===== src/rtl/priority_decoder_seq.sv =====
// 2-to-4 decoder that queues encoded indices and replays each one as a one-hot word held HOLD cycles, with one zero cycle between words.
// Latency: a push into an idle, empty block appears on o two edges later. Backpressure: in_ready = !full.
// Optional DEC_STATS_EN adds hit_cnt, four saturating 8-bit per-line DRIVE-entry counters.
module priority_decoder_seq #(
    parameter int HOLD  = 4,
    parameter int DEPTH = 4
) (
    input  logic        clk,
    input  logic        rst_n,
    input  logic        in_valid,
    input  logic [1:0]  in_code,
    output logic        in_ready,
    output logic [3:0]  o,
    output logic        o_valid,
    output logic        busy
`ifdef DEC_STATS_EN
    ,
    output logic [31:0] hit_cnt
`endif
);

    localparam int AW = $clog2(DEPTH);

    typedef enum logic [1:0] {
        IDLE  = 2'd0,
        DRIVE = 2'd1,
        GAP   = 2'd2
    } state_t;

    state_t      state_q, state_d;
    logic [7:0]  hold_q, hold_d;
    logic [1:0]  code_q, code_d;
    logic        pop;

    logic [1:0]  mem_q [DEPTH];
    logic [AW:0] wr_ptr_q, wr_ptr_d, rd_ptr_q, rd_ptr_d;
    logic        full, empty, full_d, push;

    logic        in_ready_q;
    logic [3:0]  o_q;
    logic        o_valid_q, busy_q;

    // Extra pointer MSB separates full from empty when the index bits match.
    assign full   = (wr_ptr_q[AW] != rd_ptr_q[AW]) && (wr_ptr_q[AW-1:0] == rd_ptr_q[AW-1:0]);
    assign empty  = (wr_ptr_q == rd_ptr_q);
    assign push   = in_valid && !full;

    assign wr_ptr_d = push ? wr_ptr_q + 1'b1 : wr_ptr_q;
    assign rd_ptr_d = pop  ? rd_ptr_q + 1'b1 : rd_ptr_q;
    assign full_d   = (wr_ptr_d[AW] != rd_ptr_d[AW]) && (wr_ptr_d[AW-1:0] == rd_ptr_d[AW-1:0]);

    always_ff @(posedge clk) begin
        if (push) begin
            mem_q[wr_ptr_q[AW-1:0]] <= in_code;
        end
    end

    always_comb begin
        state_d = state_q;
        hold_d  = hold_q;
        code_d  = code_q;
        pop     = 1'b0;
        case (state_q)
            IDLE, GAP: begin
                if (!empty) begin
                    pop     = 1'b1;
                    code_d  = mem_q[rd_ptr_q[AW-1:0]];
                    hold_d  = 8'(HOLD - 1);
                    state_d = DRIVE;
                end else begin
                    state_d = IDLE;
                end
            end
            DRIVE: begin
                if (hold_q == 8'd0) begin
                    state_d = GAP;
                end else begin
                    hold_d = hold_q - 8'd1;
                end
            end
            default: state_d = IDLE;
        endcase
    end

    // Outputs are registered off the current state, so o trails state_q by one cycle.
    always_ff @(posedge clk or negedge rst_n) begin
        if (!rst_n) begin
            state_q    <= IDLE;
            hold_q     <= 8'd0;
            code_q     <= 2'd0;
            wr_ptr_q   <= '0;
            rd_ptr_q   <= '0;
            in_ready_q <= 1'b1;
            o_q        <= 4'b0000;
            o_valid_q  <= 1'b0;
            busy_q     <= 1'b0;
        end else begin
            state_q    <= state_d;
            hold_q     <= hold_d;
            code_q     <= code_d;
            wr_ptr_q   <= wr_ptr_d;
            rd_ptr_q   <= rd_ptr_d;
            in_ready_q <= !full_d;
            o_q        <= (state_q == DRIVE) ? (4'b0001 << code_q) : 4'b0000;
            o_valid_q  <= (state_q == DRIVE);
            busy_q     <= (state_q != IDLE) || !empty;
        end
    end

    assign in_ready = in_ready_q;
    assign o        = o_q;
    assign o_valid  = o_valid_q;
    assign busy     = busy_q;

`ifdef DEC_STATS_EN
    logic [7:0] hit_q [4];

    always_ff @(posedge clk or negedge rst_n) begin
        if (!rst_n) begin
            for (int k = 0; k < 4; k++) begin
                hit_q[k] <= 8'd0;
            end
        end else if (pop && (hit_q[code_d] != 8'hFF)) begin
            hit_q[code_d] <= hit_q[code_d] + 8'd1;
        end
    end

    assign hit_cnt = {hit_q[3], hit_q[2], hit_q[1], hit_q[0]};
`endif

endmodule


===== config.mk =====
export PLATFORM = sky130hd
export DESIGN_NAME = priority_decoder_seq
export DESIGN_NICKNAME = d
export VERILOG_FILES = /design/src/rtl/priority_decoder_seq.sv
export SDC_FILE = /design/constraint.sdc
export NUM_CORES = 1
export LEC_CHECK = 0
export BUFFER_PORTS_ARGS = -buffer_cell sky130_fd_sc_hd__buf_2
export CORE_MARGIN = 3
export CORE_UTILIZATION = 40
export DETAILED_ROUTE_END_ITERATION = 10
export MAX_ROUTING_LAYER = met4
export PLACE_DENSITY = 0.57
export SYNTH_ARGS = -nofsm -noshare
export SYNTH_HDL_FRONTEND = slang
export SYNTH_SLANG_ARGS = --single-unit

===== constraint.sdc =====
create_clock -name clk -period 1.6 [get_ports clk]
set_input_delay 0.4 -clock clk [delete_from_list [all_inputs] [get_ports clk]]
set_output_delay 0.4 -clock clk [all_outputs]
set_load 0.01 [all_outputs]

==> impl_metrics.yaml <==
synthesis:
  syn_inst: 135
  synth.yosys.seq_area_share_pct: 53.9
  async_flop_share_pct: 75.8
  syn_area_per_cell_um2: 11.9
  synth-edff-count: 8
  ys_warn_count: 0
  synth_seq_cells: 33
  yosys_most_used_dff: "sky130_fd_sc_hd__dfrtp_1"
  synth.distinct_cells: 41
  synth_area_um2: 1610
  synth_fp_nets: 147
die:
  initial_core_util_pct: 42.7
  design.die.area_um2: 4820
  number_of_placement_rows: 22
  fp.dieW_um: 69.4
  fp.coreArea_um2: 3770
  die-height_um: 69.4
  boundaryPins: 12
global_route:
  track_usage_pct: 16.0
  grt_use_met1_pct: 18.9
  number_of_global_route_vias_before_repair: 1168
  grtUsageMet2_pct: 26.4
  pin_count_of_the_biggest_net_entering_global_routing: 26
  use_met3_pct: 4.06
  layer_with_the_highest_usage_after_global_routing: "met2"
  gr-total-overflow: 0
  grt_pass1_wl_um: 5710
  grt_antenna_before_repair: 0
clock_network:
  ctsHoldBuffers: 0
  clockBufferDepth: 2
  clock_tree.root_cell: "sky130_fd_sc_hd__clkbuf_8"
  cts-buffers-inserted: 5
  cts_max_level: 2
  clock_tree_from_tritoncts: "done"
  cts.sinks: 33
  clkSlewWorstSetupHoldPaths_ns: 0.07
  worst_skew_pair.late_latency_ns: 0.28
cells_and_area:
  final_layout_size_suffix_gt1_share_pct: 47.6
  layout_common_cells: "sky130_fd_sc_hd__buf_4, sky130_fd_sc_hd__dfrtp_1, sky130_fd_sc_hd__buf_2"
  nets: 198
  syn2layout_area_growth_pct: 37.7
  finalCoreUtilization_pct: 58.8
  diodes: 0
  commonest_non_fill_non_tap_cell_in_the_layout: "sky130_fd_sc_hd__buf_4"
  layoutNonFillerInstCount: 235
power:
  power.share.switching_pct: 37.8
  total_leakage_power_nw: 0.981
  power-per-cell-area_nw_per_um2: 2310
  max_vdd_drop_uv: 1220
  p_seq_share_pct: 29.1
  combPwrFrac_pct: 59.6
  power_switching_w: 0.00193
  cell_internal_pwr_w: 0.00319
  power.share.clock_pct: 11.3
routing:
  drt_first_pass_iters: 4
  num_vias: 1177
  detail-route-antenna-nets: 0
  wire_per_inst_um: 15.0
  totalWireLength_um: 3520
  first_iter_violations: 51
  drt-vias-per-instance: 5.01
  drc: 0
place:
  portBuffers: 11
  gpl.final_weighted_congestion: 0.841
  placed_cells_incl_taps: 219
  place_worst_setup_slack_ns: -0.106
  post-dp-hpwl_um: 2470
sta:
  setup_tns_ns: -0.245
  final-setup-viol-count: 8
  maxSlewViolCount: 0
  skew_ns: 0.00628
  worst-slew-pin-transition_ns: 0.579
  timing.max_slew.rel_slack_pct: 61.4
  fmax_mhz: 606
  setup_slack_of_the_critical_path_after_layout_ns: -0.0514
  count_of_final_hold_check_violations: 0
  finalCritPeriodShare_pct: 103
  fin_worst_hold_slack_ns: 0.118
  grt_setup_unrepaired: "yes"
  timing.final.crit_period_ns: 1.65
setup_path:
  timing.critical_path.arrival_ns: 1.82
  worst-setup-path-type: "reg -> reg"
  endpoint_kind_of_the_worst_setup_timing_path: "flop"
  crit_required_ns: 1.77
  reg2reg_setup_slack_ns: -0.05
  worstSetupStartpointType: "flop"
  critical_path.max_fanout: 5
status:
  status: "finished with violations"
  failing_checks: "negative setup slack"
hold_path:
  timing.hold.worst.class: "in -> async"
run:
  maxCapViolations: 0
layout make-up:
type,instances,area [µm²]
flip-flops and latches,33,872
repair buffers,46,322
clock buffers,7,76.3
multi-input cells,92,852
fillers,308,1560
well taps,48,60.1
clock inverters,1,3.75
inverters,8,30.0
power groups by stage:
stage | clock network, W | logic (W) | registers [W]
floorplan | 0 | 0.00140 | 0.00145
global placement | 0 | 0.00238 | 0.00144
detailed placement | 0 | 0.00243 | 0.00146
CTS | 0.000606 | 0.00280 | 0.00148
global route | 0.000646 | 0.00335 | 0.00153
finish | 0.000578 | 0.00305 | 0.00149
synthesized netlist by cell type, types with 2 or more instances:
| cell type | n | area, µm² |
|---|---|---|
| sky130_fd_sc_hd__dfrtp_1 | 24 | 601 |
| sky130_fd_sc_hd__nor2_1 | 11 | 41.3 |
| sky130_fd_sc_hd__xor2_1 | 9 | 78.8 |
| sky130_fd_sc_hd__edfxtp_1 | 8 | 240 |
| sky130_fd_sc_hd__inv_1 | 8 | 30.0 |
| sky130_fd_sc_hd__ha_1 | 7 | 87.6 |
| sky130_fd_sc_hd__a21oi_1 | 5 | 25.0 |
| sky130_fd_sc_hd__nand2_1 | 5 | 18.8 |
| sky130_fd_sc_hd__xnor2_1 | 5 | 43.8 |
| sky130_fd_sc_hd__and2_1 | 4 | 25.0 |
| sky130_fd_sc_hd__nor3_1 | 4 | 20.0 |
| sky130_fd_sc_hd__o21ai_0 | 4 | 20.0 |
| sky130_fd_sc_hd__or2_2 | 4 | 25.0 |
| sky130_fd_sc_hd__nand3_1 | 3 | 15.0 |
| sky130_fd_sc_hd__and3_1 | 2 | 12.5 |
| sky130_fd_sc_hd__mux2_2 | 2 | 22.5 |
| sky130_fd_sc_hd__mux4_2 | 2 | 45.0 |
| sky130_fd_sc_hd__nand2b_1 | 2 | 12.5 |
| sky130_fd_sc_hd__o211ai_1 | 2 | 15.0 |
| sky130_fd_sc_hd__o31ai_1 | 2 | 15.0 |
| sky130_fd_sc_hd__or4_1 | 2 | 15.0 |
worst paths after layout:
path / start / to / depth (start not counted)
max in group asynchronous: rst_n / wr_ptr_q[1]$_DFF_PN0_ / 1
setup reg to reg: wr_ptr_q[1]$_DFF_PN0_ / wr_ptr_q[2]$_DFF_PN0_ / 5
hold reg to reg: code_q[1]$_DFFE_PN0P_ / o[1]$_DFF_PN0_ / 1
setup / recovery: wr_ptr_q[1]$_DFF_PN0_ / wr_ptr_q[2]$_DFF_PN0_ / 5
min in group clk: in_code[0] / mem_q[1][0]$_DFFE_PP_ / 1
hold / removal: rst_n / hold_q[7]$_DFFE_PN0P_ / 1
worst max-delay path, cell delays in order (launching register included):
cell                       delay, ns
sky130_fd_sc_hd__dfrtp_2        0.45
sky130_fd_sc_hd__xor2_2         0.20
sky130_fd_sc_hd__buf_4          0.16
sky130_fd_sc_hd__or2_2          0.30
sky130_fd_sc_hd__or3_1          0.36
sky130_fd_sc_hd__o311ai_1       0.08
repair_timing:
item,in CTS,in global routing
setup endpoints to repair,17,24
pin swaps,6,6
buffers inserted,4,4
gates resized for setup,16,15
registers in the layout, summed over array words and instances (netlist names):
register	flops
hold_q	8
in_ready	1
wr_ptr_q	3
code_q	2
busy	1
o_valid	1
o	4
mem_q	8
rd_ptr_q	3
state_q	2
metrics by stage:
step	power (W)	instance area, µm²
final	0.00512	2220
after floorplan	0.00285	1630
after CTS	0.00489	2130
after global routing	0.00552	2220
after detailed placement	0.00389	1930
after global placement	0.00383	1930
metal layers:
layer	part of all wire, %	vias to the layer above
met5	0	-
met4	0.85	0
met3	3.2	2
met2	53	18
met1	43	584
li1	-	573
cell families (layout without fill, tap and decap cells):
logic type | count (synthesis) | after routing | synth area share [%]
AO/OA/AOI/OAI | 21 | 21 | 9.49
XOR/XNOR | 16 | 16 | 9.64
adder cells (fa/ha/maj) | 7 | 7 | 5.44
buffers and inverters | 10 | 62 | 2.64
flip-flops | 33 | 33 | 53.9
multiplexers | 4 | 4 | 4.20
AND/OR/NAND/NOR | 44 | 44 | 14.7
No activity file was read; power rests on OpenSTA's default activity.
